<file path="src/rtl/subpix_coef_div.sv">
// subpix_coef_div
//   Subpixel edge coefficient stage that follows the column-sum stage.
//   Given window column sums SL/SM/SR and side intensities A/B it produces
//     coef_a = (2*SM - 5*(A+B)) / (2*(A-B))
//     coef_b = (SR - SL)        / (2*(A-B))
//   as signed Q(FRAC) values. Both quotients come from one shared restoring
//   divider that retires one quotient bit per cycle.
//
//   Ports
//     clk, rst               clock (rising edge), async reset active-low
//     in_valid/in_ready      input handshake; ready only while idle
//     SL, SM, SR [10:0]      unsigned column sums
//     A, B [7:0]             unsigned side intensities
//     in_state [3:0]         direction code carried alongside the sample
//     out_valid/out_ready    output handshake; result held until accepted
//     coef_a, coef_b         signed Q(FRAC) coefficients, saturated
//     flat                   |A-B| < EDGE_TH, coefficients forced to 0
//     sat                    either coefficient was clamped
//     out_state [3:0]        direction code of the result
module subpix_coef_div #(
  parameter int FRAC    = 8,
  parameter int OUT_W   = 16,
  parameter int EDGE_TH = 4
) (
  input  logic                    clk,
  input  logic                    rst,
  input  logic                    in_valid,
  output logic                    in_ready,
  input  logic [10:0]             SL,
  input  logic [10:0]             SM,
  input  logic [10:0]             SR,
  input  logic [7:0]              A,
  input  logic [7:0]              B,
  input  logic [3:0]              in_state,
  output logic                    out_valid,
  input  logic                    out_ready,
  output logic signed [OUT_W-1:0] coef_a,
  output logic signed [OUT_W-1:0] coef_b,
  output logic                    flat,
  output logic                    sat,
  output logic [3:0]              out_state
);

  localparam int NW   = 13 + FRAC;         // dividend / quotient width
  localparam int CW   = $clog2(NW);
  localparam int MAXV = (2 ** (OUT_W - 1)) - 1;

  typedef enum logic [2:0] {IDLE, PREP, DIV_A, DIV_B, DONE} state_t;

  state_t            state_q, state_d;
  logic [10:0]       sl_q, sl_d, sm_q, sm_d, sr_q, sr_d;
  logic [7:0]        a_q, a_d, b_q, b_d;
  logic [3:0]        st_q, st_d;
  logic [9:0]        den_q, den_d;
  logic              sign_a_q, sign_a_d, sign_b_q, sign_b_d;
  logic              fl_q, fl_d;
  logic [NW-1:0]     nb_dvd_q, nb_dvd_d;   // |Nb|<<FRAC parked until DIV_B
  logic [NW-1:0]     dq_q, dq_d;           // dividend shifts out, quotient in
  logic [9:0]        rem_q, rem_d;
  logic [CW-1:0]     cnt_q, cnt_d;
  logic [NW-1:0]     qa_q, qa_d;
  logic              in_ready_q, in_ready_d;
  logic              out_valid_q, out_valid_d;
  logic [OUT_W-1:0]  coef_a_q, coef_a_d, coef_b_q, coef_b_d;
  logic              flat_q, flat_d, sat_q, sat_d;
  logic [3:0]        out_state_q, out_state_d;

  // Operand preparation (used in PREP)
  logic [8:0]  d_s;
  logic        d_neg;
  logic [7:0]  d_mag;
  logic [13:0] na_s, na_abs;
  logic [11:0] nb_s, nb_abs;

  always_comb begin
    d_s    = {1'b0, a_q} - {1'b0, b_q};
    d_neg  = d_s[8];
    d_mag  = d_neg ? 8'(-d_s) : d_s[7:0];
    na_s   = {2'b00, sm_q, 1'b0} - 14'd5 * ({6'd0, a_q} + {6'd0, b_q});
    na_abs = na_s[13] ? -na_s : na_s;
    nb_s   = {1'b0, sr_q} - {1'b0, sl_q};
    nb_abs = nb_s[11] ? -nb_s : nb_s;
  end

  // One restoring step: shift in the next dividend bit, subtract if it fits.
  logic [10:0]   r2;
  logic          ge;
  logic [9:0]    rem_n;
  logic [NW-1:0] dq_n;

  always_comb begin
    r2    = {rem_q, dq_q[NW-1]};
    ge    = r2 >= {1'b0, den_q};
    rem_n = ge ? 10'(r2 - {1'b0, den_q}) : r2[9:0];
    dq_n  = {dq_q[NW-2:0], ge};
  end

  // Clamp magnitudes and apply signs; a zero quotient stays zero.
  logic             sat_a, sat_b;
  logic [OUT_W-1:0] mag_a, mag_b, res_a, res_b;

  always_comb begin
    sat_a = 32'(qa_q) > 32'(MAXV);
    sat_b = 32'(dq_q) > 32'(MAXV);
    mag_a = sat_a ? OUT_W'(MAXV) : OUT_W'(qa_q);
    mag_b = sat_b ? OUT_W'(MAXV) : OUT_W'(dq_q);
    res_a = sign_a_q ? -mag_a : mag_a;
    res_b = sign_b_q ? -mag_b : mag_b;
  end

  always_comb begin
    state_d     = state_q;
    sl_d        = sl_q;
    sm_d        = sm_q;
    sr_d        = sr_q;
    a_d         = a_q;
    b_d         = b_q;
    st_d        = st_q;
    den_d       = den_q;
    sign_a_d    = sign_a_q;
    sign_b_d    = sign_b_q;
    fl_d        = fl_q;
    nb_dvd_d    = nb_dvd_q;
    dq_d        = dq_q;
    rem_d       = rem_q;
    cnt_d       = cnt_q;
    qa_d        = qa_q;
    in_ready_d  = in_ready_q;
    out_valid_d = out_valid_q;
    coef_a_d    = coef_a_q;
    coef_b_d    = coef_b_q;
    flat_d      = flat_q;
    sat_d       = sat_q;
    out_state_d = out_state_q;

    case (state_q)
      IDLE: begin
        if (in_valid && in_ready_q) begin
          sl_d       = SL;
          sm_d       = SM;
          sr_d       = SR;
          a_d        = A;
          b_d        = B;
          st_d       = in_state;
          in_ready_d = 1'b0;
          state_d    = PREP;
        end
      end
      PREP: begin
        den_d    = {1'b0, d_mag, 1'b0};
        sign_a_d = na_s[13] ^ d_neg;
        sign_b_d = nb_s[11] ^ d_neg;
        dq_d     = {na_abs[12:0], {FRAC{1'b0}}};
        nb_dvd_d = {1'b0, nb_abs, {FRAC{1'b0}}};
        rem_d    = '0;
        cnt_d    = '0;
        fl_d     = d_mag < 8'(EDGE_TH);
        state_d  = (d_mag < 8'(EDGE_TH)) ? DONE : DIV_A;
      end
      DIV_A: begin
        rem_d = rem_n;
        dq_d  = dq_n;
        cnt_d = cnt_q + 1'b1;
        if (cnt_q == CW'(NW - 1)) begin
          // Quotient a complete: park it and reload the divider with Nb.
          qa_d    = dq_n;
          dq_d    = nb_dvd_q;
          rem_d   = '0;
          cnt_d   = '0;
          state_d = DIV_B;
        end
      end
      DIV_B: begin
        rem_d = rem_n;
        dq_d  = dq_n;
        cnt_d = cnt_q + 1'b1;
        if (cnt_q == CW'(NW - 1))
          state_d = DONE;
      end
      DONE: begin
        if (!out_valid_q) begin
          // First DONE cycle: publish the result registers.
          out_valid_d = 1'b1;
          out_state_d = st_q;
          flat_d      = fl_q;
          if (fl_q) begin
            coef_a_d = '0;
            coef_b_d = '0;
            sat_d    = 1'b0;
          end else begin
            coef_a_d = res_a;
            coef_b_d = res_b;
            sat_d    = sat_a | sat_b;
          end
        end else if (out_ready) begin
          out_valid_d = 1'b0;
          in_ready_d  = 1'b1;
          state_d     = IDLE;
        end
      end
      default: state_d = IDLE;
    endcase
  end

  always_ff @(posedge clk or negedge rst) begin
    if (!rst) begin
      state_q     <= IDLE;
      sl_q        <= '0;
      sm_q        <= '0;
      sr_q        <= '0;
      a_q         <= '0;
      b_q         <= '0;
      st_q        <= '0;
      den_q       <= '0;
      sign_a_q    <= 1'b0;
      sign_b_q    <= 1'b0;
      fl_q        <= 1'b0;
      nb_dvd_q    <= '0;
      dq_q        <= '0;
      rem_q       <= '0;
      cnt_q       <= '0;
      qa_q        <= '0;
      in_ready_q  <= 1'b1;
      out_valid_q <= 1'b0;
      coef_a_q    <= '0;
      coef_b_q    <= '0;
      flat_q      <= 1'b0;
      sat_q       <= 1'b0;
      out_state_q <= '0;
    end else begin
      state_q     <= state_d;
      sl_q        <= sl_d;
      sm_q        <= sm_d;
      sr_q        <= sr_d;
      a_q         <= a_d;
      b_q         <= b_d;
      st_q        <= st_d;
      den_q       <= den_d;
      sign_a_q    <= sign_a_d;
      sign_b_q    <= sign_b_d;
      fl_q        <= fl_d;
      nb_dvd_q    <= nb_dvd_d;
      dq_q        <= dq_d;
      rem_q       <= rem_d;
      cnt_q       <= cnt_d;
      qa_q        <= qa_d;
      in_ready_q  <= in_ready_d;
      out_valid_q <= out_valid_d;
      coef_a_q    <= coef_a_d;
      coef_b_q    <= coef_b_d;
      flat_q      <= flat_d;
      sat_q       <= sat_d;
      out_state_q <= out_state_d;
    end
  end

  assign in_ready  = in_ready_q;
  assign out_valid = out_valid_q;
  assign coef_a    = coef_a_q;
  assign coef_b    = coef_b_q;
  assign flat      = flat_q;
  assign sat       = sat_q;
  assign out_state = out_state_q;

endmodule
</file>
<file path="config.mk">
export PLATFORM = sky130hd
export DESIGN_NAME = subpix_coef_div
export DESIGN_NICKNAME = d
export VERILOG_FILES = /design/src/rtl/subpix_coef_div.sv
export SDC_FILE = /design/constraint.sdc
export NUM_CORES = 1
export LEC_CHECK = 0
export CAP_MARGIN = 10
export CORE_MARGIN = 1.5
export CORE_UTILIZATION = 29
export DETAILED_ROUTE_END_ITERATION = 12
export GPL_TIMING_DRIVEN = 0
export HOLD_SLACK_MARGIN = 0.1
export SLEW_MARGIN = 20
export SYNTH_ARGS = -nofsm -noshare
export SYNTH_HDL_FRONTEND = slang
export SYNTH_SLANG_ARGS = --single-unit
</file>
<file path="constraint.sdc">
create_clock -name clk -period 12.22 [get_ports clk]
set_input_delay 2.444 -clock clk [delete_from_list [all_inputs] [get_ports clk]]
set_output_delay 2.444 -clock clk [all_outputs]
set_load 0.005 [all_outputs]
</file>
After elaboration in Yosys (flattened, before gate mapping):

Cells that the tools add are included.

* equality and inequality tests: 10
* reduce and logical (&&, ||, !) cells: 9
* order comparisons: 4
* $add $sub $neg: 11
* $mul: 1
* bitwise gates (word level): 4
* muxes and demuxes: 30

Operators by type and width (number)
* 16-bit two-way mux: 6
* 21-bit case mux with 3 select lines: 1
* 21-bit by 15-bit greater-than comparator with 1-bit output (second input constant): 2
* 16-bit negation: 2
* 10-bit case mux with 3 select lines: 1
* 21-bit two-way mux: 1
* 10-bit two-way mux: 2
* 3-bit two-way mux: 6
* 3-bit case mux with 5 select lines: 1
* 5-bit case mux with 3 select lines: 1
* 13-bit two-way mux: 1
* 13-bit negation: 1
* 12-bit by 12-bit subtractor with 13-bit output: 1
* 3-bit by 9-bit multiplier with 12-bit output (first input constant): 1
* 12-bit two-way mux: 1
* 12-bit negation: 1
* 11-bit by 11-bit subtractor with 12-bit output: 1
* 11-bit by 9-bit greater-or-equal comparator with 1-bit output: 1
* 2-bit inequality test (second input constant): 5
* 10-bit by 9-bit subtractor with 10-bit output: 1
* 8-bit by 8-bit adder with 9-bit output: 1
* 8-bit by 8-bit subtractor with 9-bit output: 1
* 8-bit by 3-bit less-than comparator with 1-bit output (second input constant): 1
* 8-bit two-way mux: 1
* 19 further kinds: 28

* output and inout port bits: 40
* logic and storage cells: 92
* bits of input ports: 57
* register bits after elaboration: 176

Logic depth before layout (Yosys ltp):

Gate-level depths: netlist (run 1).

* depth in word-level cells: 6
* mapped depth: 21

Worst setup path after synthesis (run 1):

No wires, ideal clock.

* path type: reg2reg
* from: register a_q[2]
* to: register dq_q[19]
* required time: 12.093 ns
* clock period less this slack: 4.452 ns
* library setup time: 0.127 ns
* path slack: 7.768 ns
* stages on the path, launching flop included: 20
* arrival: 4.326 ns
* path through: dfrtp_1 > ha_1 > buf_2 > o21bai_1 > a21oi_1 > o21bai_1 > a21oi_1 > xnor2_1 > ha_1 > fa_1 > inv_1 > ha_1 > a21o_1 > a21oi_1 > o21ai_1 > a221o_1 > xor2_1 > nor4_2 > nor3_1 > nand3b_1

* longest elaborated chain between the ends: 6

Ends and longest elaborated chain
* from (decl): RTL line 52 `logic [7:0] a_q, a_d, b_q, b_d;`
* from (signal assigned): RTL line 211 `a_q <= '0;`
* from (signal assigned): RTL line 235 `a_q <= a_d;`
* 8-bit by 8-bit adder with 9-bit output (*): RTL line 79 `na_s = {2'b00, sm_q, 1'b0} - 14'd5 * ({6'd0, a_q} + {6'd0, b_q});`
* 3-bit by 9-bit multiplier with 12-bit output (*): RTL line 79
* 12-bit by 12-bit subtractor with 13-bit output (*): RTL line 79
* 13-bit negation: RTL line 80 `na_abs = na_s[13] ? -na_s : na_s;`
* 13-bit two-way mux (*): RTL line 80
* 21-bit case mux with 3 select lines (*): RTL line 136 `case (state_q)`
* to (signal assigned): RTL line 243 `dq_q <= dq_d;`
* to (decl): RTL line 58 `logic [NW-1:0] dq_q, dq_d;`

Mark *: on every way between the ends. The rest lies on a longest branch, timed or not.
A chain may end at the register's enable or synchronous reset.

Final worst setup path (run 1):

* from: register b_q[0]
* to: register dq_q[16]

* longest elaborated chain between the ends: 6

Ends and longest elaborated chain
* from (decl): RTL line 52
* from (signal assigned): RTL line 212 `b_q <= '0;`
* from (signal assigned): RTL line 236 `b_q <= b_d;`
* 8-bit by 8-bit adder with 9-bit output (*): RTL line 79
* 3-bit by 9-bit multiplier with 12-bit output (*): RTL line 79
* 12-bit by 12-bit subtractor with 13-bit output (*): RTL line 79
* 13-bit negation: RTL line 80
* 13-bit two-way mux (*): RTL line 80
* 21-bit case mux with 3 select lines (*): RTL line 136

Marked as above.

==> results.md, run 1 <==
- Final nets: roughly 1.4k
- Max cap viols: 0
- CP startpoint kind: flop
- Clk sink count: 176
- Initial antenna violation count: 0
- Filler instances: between 3k and 4k
- Seq pwr share: 0.498
- Met3 Usage GRT: 0.0299
- WL per Instance: 15.9 µm
- Total wire length: ~28 mm
- Worst Hold Class: flop to flop
- # rows: 70
- Cell area after layout: approximately 0.013 mm²
- Post-synth EDFFs: 0
- Mapped Area: 0.0108 mm²
- Layout overhead on the synthesized area: 20.4%
- First-pass GRT wire length: 46.4 mm
- Count leader, synth: dfrtp_1
- Status: completed
- Critical-path maximum fanout: 6
- Fmax: 197 MHz
- Die area: roughly 0.038 mm²
- Slew @ Worst Pin: about 0.92 ns
- Post-route ant nets: 0
- Top Ports: 97
- Relative slew slack: 0.387
- Overall global routing resource usage: 0.153
- Yosys warnings: 0
- Vias in the first global route: between 8k and 9k
- RSZ-0062 raised after global routing: no
- Cells after synthesis: 1169
- Setup Skew: between 0.015 and 0.02 ns
- Post-DP HPWL: roughly 22 mm
- Die width: approximately 200 µm
- Synth unique cells: 80
- Setup TNS: 0 ns
- Vias per cell: a little under 5
- Share of layout cells above drive strength 1: 0.0962
- Vias: 8681
- 1st-iter DRT viols: approximately 570
- Seq. cell area: 0.00441 mm²
- Clock Path Buffers: 2
- Hold Buf Count CTS: 0
- Crit-path cells: ha_1 > inv_1 > fa_1 > o21bai_1 > a21oi_1 > o21bai_1 > a21oi_1 > xnor2_1 > ha_1 > fa_1 > inv_1 > ha_1 > a21o_1 > a21oi_1 > o21ai_1 > a221o_1 > a31o_2 > a31oi_1 > xor2_1 > o21ai_0
- Slew Viols, Final: 0
- Setup CP Type: flop to flop
- Place WS: just over 7 ns
- Main area contributors after synthesis: dfrtp_1 (41%), ha_1 (6.9%), nand2_1 (5.4%)
- Drt drc: 0
- Syn avg cell area: about 9.2 µm²
- FF+latch count, synth: 176
- CTS buffer count: 17
- NetSw: between 200 and 300 µW
- Slowest-stage cell, CP: fa_1
- H-Tree Level Count: 4
- Sw frac: 0.229
- Final weighted congestion in routability-driven placement: roughly 0.87
- Final min period: between 5 and 6 ns
- Final non-filler cell total: about 1.8k
- Final setup vio count: 0
- Sequential share of the synthesized area: 0.409
- CTS Root Cell: clkbuf_16
- Internal Power: around 900 µW
- Max stage delay on crit path: 0.50 ns
- Mapped Nets: 1297
- GRT overflow: 0
- CTS tree: yes
- Die Y: between 150 and 200 µm
- Leakage: 5.80 nW
- Post-synth top area cell: dfrtp_1
- Peak supply drop: ~0.000099 V
- Async S/R FF share, synth: 1.00
- Clock Latency Late Sink: ~0.45 ns
- Clock share of power: 0.475
- Antenna Cells: 0
- Post_cts resized: 0
- Clock transition at the registers of the reported paths: about 0.070 ns
- Placed cell areas: roughly 0.012 mm²
- Final hold violation count: 0
- PnR worst setup slack: between 7 and 8 ns
- Synth top cells by count: dfrtp_1 (175), nand2_1 (155), o21ai_0 (116)
- Multi-input combinational cell area: 0.00584 mm²
- Core Area: 0.0366 mm²
- Power Density: between 90 and 100 mW/mm²
- Starting Density: 0.294
- Met2 Usage GRT: 0.250
- WP data arrival: 5.38 ns
- DRT Pass-1 Iters: 5
- Worst Path Required: 12.53 ns
- Synth Flop Type: dfrtp_1
- Hold_ws: about 0.48 ns
- IO Port Bufs: 96
- Busiest grt layer: met2
- Synth top area share: 0.407
- Met1 GRT Util: 0.209
- Part of the cycle the worst path needs: 0.415
- Postcts setup bufs: 0
- Combinational Power Share: 0.028
- Crit path capture type: flop
- Largest net degree at the start of global routing: 92
- Placed insts: between 1.5k and 2k
cell usage in the layout (no fill, tap or decap), drive strengths merged, types with 12 or more instances in the layout:
master / instances
nor3: 21
dfrtp: 175
o21ai: 130
nand3: 15
a21oi: 63
mux2: 50
a21o: 15
a22o: 13
xnor2: 38
fa: 12
nand2: 156
nor2: 87
a211oi: 15
o31ai: 18
ha: 59
xor2: 30
clkdlybuf4s50: 95
inv: 94
clkbuf: 53
buf: 17
logic make-up after synthesis:
group,after synthesis,synth area share
flops,176,0.409
mux,57,0.0588
compound gates,327,0.195
xor+xnor,68,0.0560
fa+ha+maj,71,0.0909
simple gates,334,0.142
buf+inv,136,0.0486
path summary, 6_finish.rpt:
kind	from	slack [ns]	end	depth (start not counted)
setup reg to reg	b_q[0]	7.15	dq_q[16]	20
max in group asynchronous	rst	9.35	a_q[4]	3
hold reg to reg	den_q[5]	0.48	den_q[5]	2
hold / removal	den_q[5]	0.48	den_q[5]	2
setup / recovery	b_q[0]	7.15	dq_q[16]	20
min in group asynchronous	rst	1.83	coef_a[15]	1
flip-flops by register name, indices dropped and copies added (netlist names), 10 cells and up:
| name | cells |
|---|---|
| nb_dvd_q | 12 |
| sm_q | 11 |
| sl_q | 11 |
| coef_b | 16 |
| coef_a | 16 |
| qa_q | 21 |
| dq_q | 21 |
| sr_q | 11 |
| rem_q | 10 |
final cells by class:
class	count	area share
tap	468	0.0452
clock inverter	12	0.00946
buffer	47	0.0146
sequential	176	0.340
multi-input combinational	857	0.450
timing repair buffer	98	0.0787
inverter	89	0.0258
clock buffer	20	0.0360
worst max-delay path, delay by kind of cell, from the launching register on:
family | cells | cell delay, ns
xor+xnor | 2 | 0.48
flops | 1 | 0.40
compound gates | 11 | 2.36
buf+inv | 2 | 0.11
fa+ha+maj | 5 | 1.57
stage by stage:
stage                     utilization  total power, mW
after CTS                       0.354             1.19
after floorplan                     -            0.594
after global placement          0.336            0.625
after detailed placement        0.338            0.627
final                           0.354             1.17
after global routing            0.354             1.22
metal layers:
| layer | part of all wire | up-vias |
|---|---|---|
| met5 | 0 | - |
| met4 | 0.011 | 0 |
| met3 | 0.046 | 18 |
| met2 | 0.47 | 188 |
| met1 | 0.48 | 4160 |
| li1 | - | 4315 |
power groups by stage:
stage	sequential (mW)	clock, mW	combinational, mW
6_report	0.582	0.556	0.0323
5_1_grt	0.582	0.597	0.0360
4_1_cts	0.582	0.570	0.0338
3_5_place_dp	0.593	0	0.0336
3_3_place_gp	0.594	0	0.0309
2_1_floorplan	0.594	0	0.000332
(Power assumes the default switching activity.)
==> inputs of run 2 (changes only) <==
clock period = 4.4 ns   (was 12.22 ns; I/O delays follow)
==> results.md, run 2 (synthesis results as in run 1) <==
- Status: finished with violations
- Violated checks: negative setup slack
- Final min period: roughly 4.5 ns
- Final non-filler cell total: roughly 1.8k
- Crit-path cells: ha_2 > inv_2 > fa_2 > o21bai_1 > a21oi_2 > o21bai_1 > a21oi_2 > xnor2_2 > ha_1 > fa_1 > inv_2 > ha_4 > a21o_1 > a21oi_4 > o21ai_2 > a221o_2 > buf_4 > a31oi_4 > o21ai_1 > xor2_2 > o21ai_0
- Setup TNS: -0.315 ns
- Largest regs: dq_q (21), qa_q (21)
- Seq. cell area: between 0.004 and 0.005 mm²
- Antenna Cells: 0
- Most frequent cells in the layout: dfrtp_1 (175), nand2_1 (154), o21ai_0 (108)
- Filler instances: between 3k and 4k
- Leakage: between 5 and 6 nW
- Power Density: about 240 mW/mm²
- Hold_ws: roughly 0.28 ns
- DRT Pass-1 Iters: 5
- CTS buffer count: 17
- First-pass GRT wire length: 47.3 mm
- Slowest-stage cell, CP: fa_1
- Most common cell after layout, fill and taps aside: dfrtp_1
- Max stage delay on crit path: roughly 0.5 ns
- Overall global routing resource usage: 0.156
- Vias in the first global route: 8913
- Largest net degree at the start of global routing: 92
- Final nets: 1439
- Setup CP Type: flop to flop
- Max cap viols: 0
- Slew @ Worst Pin: 0.903 ns
- Die area: between 0.03 and 0.04 mm²
- Die width: just under 200 µm
- Worst Path Required: around 4.7 ns
- Drt drc: 0
- Clock transition at the registers of the reported paths: around 0.07 ns
- Peak supply drop: ~0.00027 V
- Placed insts: 1735
- CTS tree: yes
- Final setup vio count: 8
- Final hold violation count: 0
- # rows: 70
- GRT overflow: 0
- Cell area after layout: roughly 0.013 mm²
- Clk sink count: 176
- Final weighted congestion in routability-driven placement: between 0.8 and 0.9
- Slew Viols, Final: 0
- Clock Latency Late Sink: around 0.44 ns
- RSZ-0062 raised after global routing: yes
- Core Area: between 0.03 and 0.04 mm²
- Worst Hold Class: input port to asynchronous set/reset pin
- Top Ports: 97
- H-Tree Level Count: 4
- Vias per cell: around 5
- IO Port Bufs: between 90 and 100
- Relative slew slack: 0.396
- Crit path capture type: flop
- Clock Path Buffers: 2
- Post-route ant nets: 0
- Total Power: 3.21 mW
- Fmax: approximately 220 MHz
- Placed cell areas: approximately 0.012 mm²
- WP data arrival: approximately 4.8 ns
- Initial antenna violation count: 0
- CTS Root Cell: clkbuf_16
- WL per Instance: 16.2 µm
- Post-DP HPWL: roughly 22 mm
- Layout overhead on the synthesized area: 24.7%
- Part of the cycle the worst path needs: 1.02
- Setup Skew: between 0.01 and 0.015 ns
- Critical-path maximum fanout: 5
- PnR worst setup slack: -0.0762 ns
- Hold Buf Count CTS: 0
- CP startpoint kind: flop
- CP bufs+invs: 3
- Largest delay contributor family on the critical path: compound AO/OA/AOI/OAI gates
- Vias: 8920
- Multi-input combinational cell area: around 0.0061 mm²
- Starting Density: 0.294
- Die Y: slightly below 200 µm
- Total wire length: about 29 mm
- 1st-iter DRT viols: 634
- Share of layout cells above drive strength 1: 0.145
## run 2: changes by cell type in the layout (fill, tap and decap cells not counted), sizes merged
cell / delta
buf: +24
inv: -5
clkinv: +2
a31oi: +1
bufinv: +1
clkbuf: +1
clkinvlp: +1
## run 2: per-stage QoR
stage,util,setup WS [ns]
2_1_floorplan,-,0.0139
3_3_place_gp,0.337,-5.04
3_5_place_dp,0.338,-0.661
4_1_cts,0.362,-0.113
5_1_grt,0.367,-0.293
6_report,0.367,-0.0762
## run 2: power breakdown
| part | switching, mW | total, mW | internal [mW] |
|---|---|---|---|
| Combinational | 0.0409 | 0.0902 | 0.0493 |
| Clock | 0.653 | 1.50 | 0.847 |
| Sequential | 0 | 1.62 | 1.62 |
## run 2: cell type report
type                            count  share of cell area
Clock buffer                       21              0.0335
Timing Repair Buffer              122              0.0897
Multi-Input combinational cell    858               0.457
Buffer                             47              0.0145
Sequential cell                   176               0.328
Clock inverter                     11             0.00857
Inverter                           89              0.0249
Tap cell                          468              0.0436
## run 2: per-layer routing
metal / GRT usage / wire [µm] / part of all wire
met2: 0.262 / 14000 / 0.48
met4: 0.0379 / 443 / 0.015
met3: 0.0284 / 1120 / 0.038
met5: 0 / 0 / 0
met1: 0.207 / 13500 / 0.46
## run 2: worst register-to-register path, cell delays in order (launching register included)
cell,delay [ns]
dfrtp_1,0.36
ha_2,0.20
inv_2,0.04
fa_2,0.35
o21bai_1,0.18
a21oi_2,0.08
o21bai_1,0.15
a21oi_2,0.10
xnor2_2,0.15
ha_1,0.29
fa_1,0.50
inv_2,0.05
ha_4,0.21
a21o_1,0.21
a21oi_4,0.16
o21ai_2,0.08
a221o_2,0.38
buf_4,0.17
a31oi_4,0.24
o21ai_1,0.15
xor2_2,0.18
o21ai_0,0.09
## run 2: path summary, 6_finish.rpt
check                           cells past startpoint    endpoint  slack [ns]       start
worst max-delay path                               21    dq_q[18]       -0.08      a_q[0]
worst min-delay path                                1  coef_a[10]        0.28         rst
worst max register to register                     21    dq_q[18]       -0.08      a_q[0]
worst min register to register                      2  coef_a[12]        0.48  coef_a[12]
max in group asynchronous                           3      b_q[7]        3.06         rst
min in group clk                                    2  coef_a[12]        0.48  coef_a[12]
## run 2: repair_timing
action	4_1_cts	5_1_grt
pin swaps	28	23
cloned	1	0
hold endpoints to repair	0	0
gates resized for setup	33	30
setup buffers	20	4
setup endpoints to repair	13	13
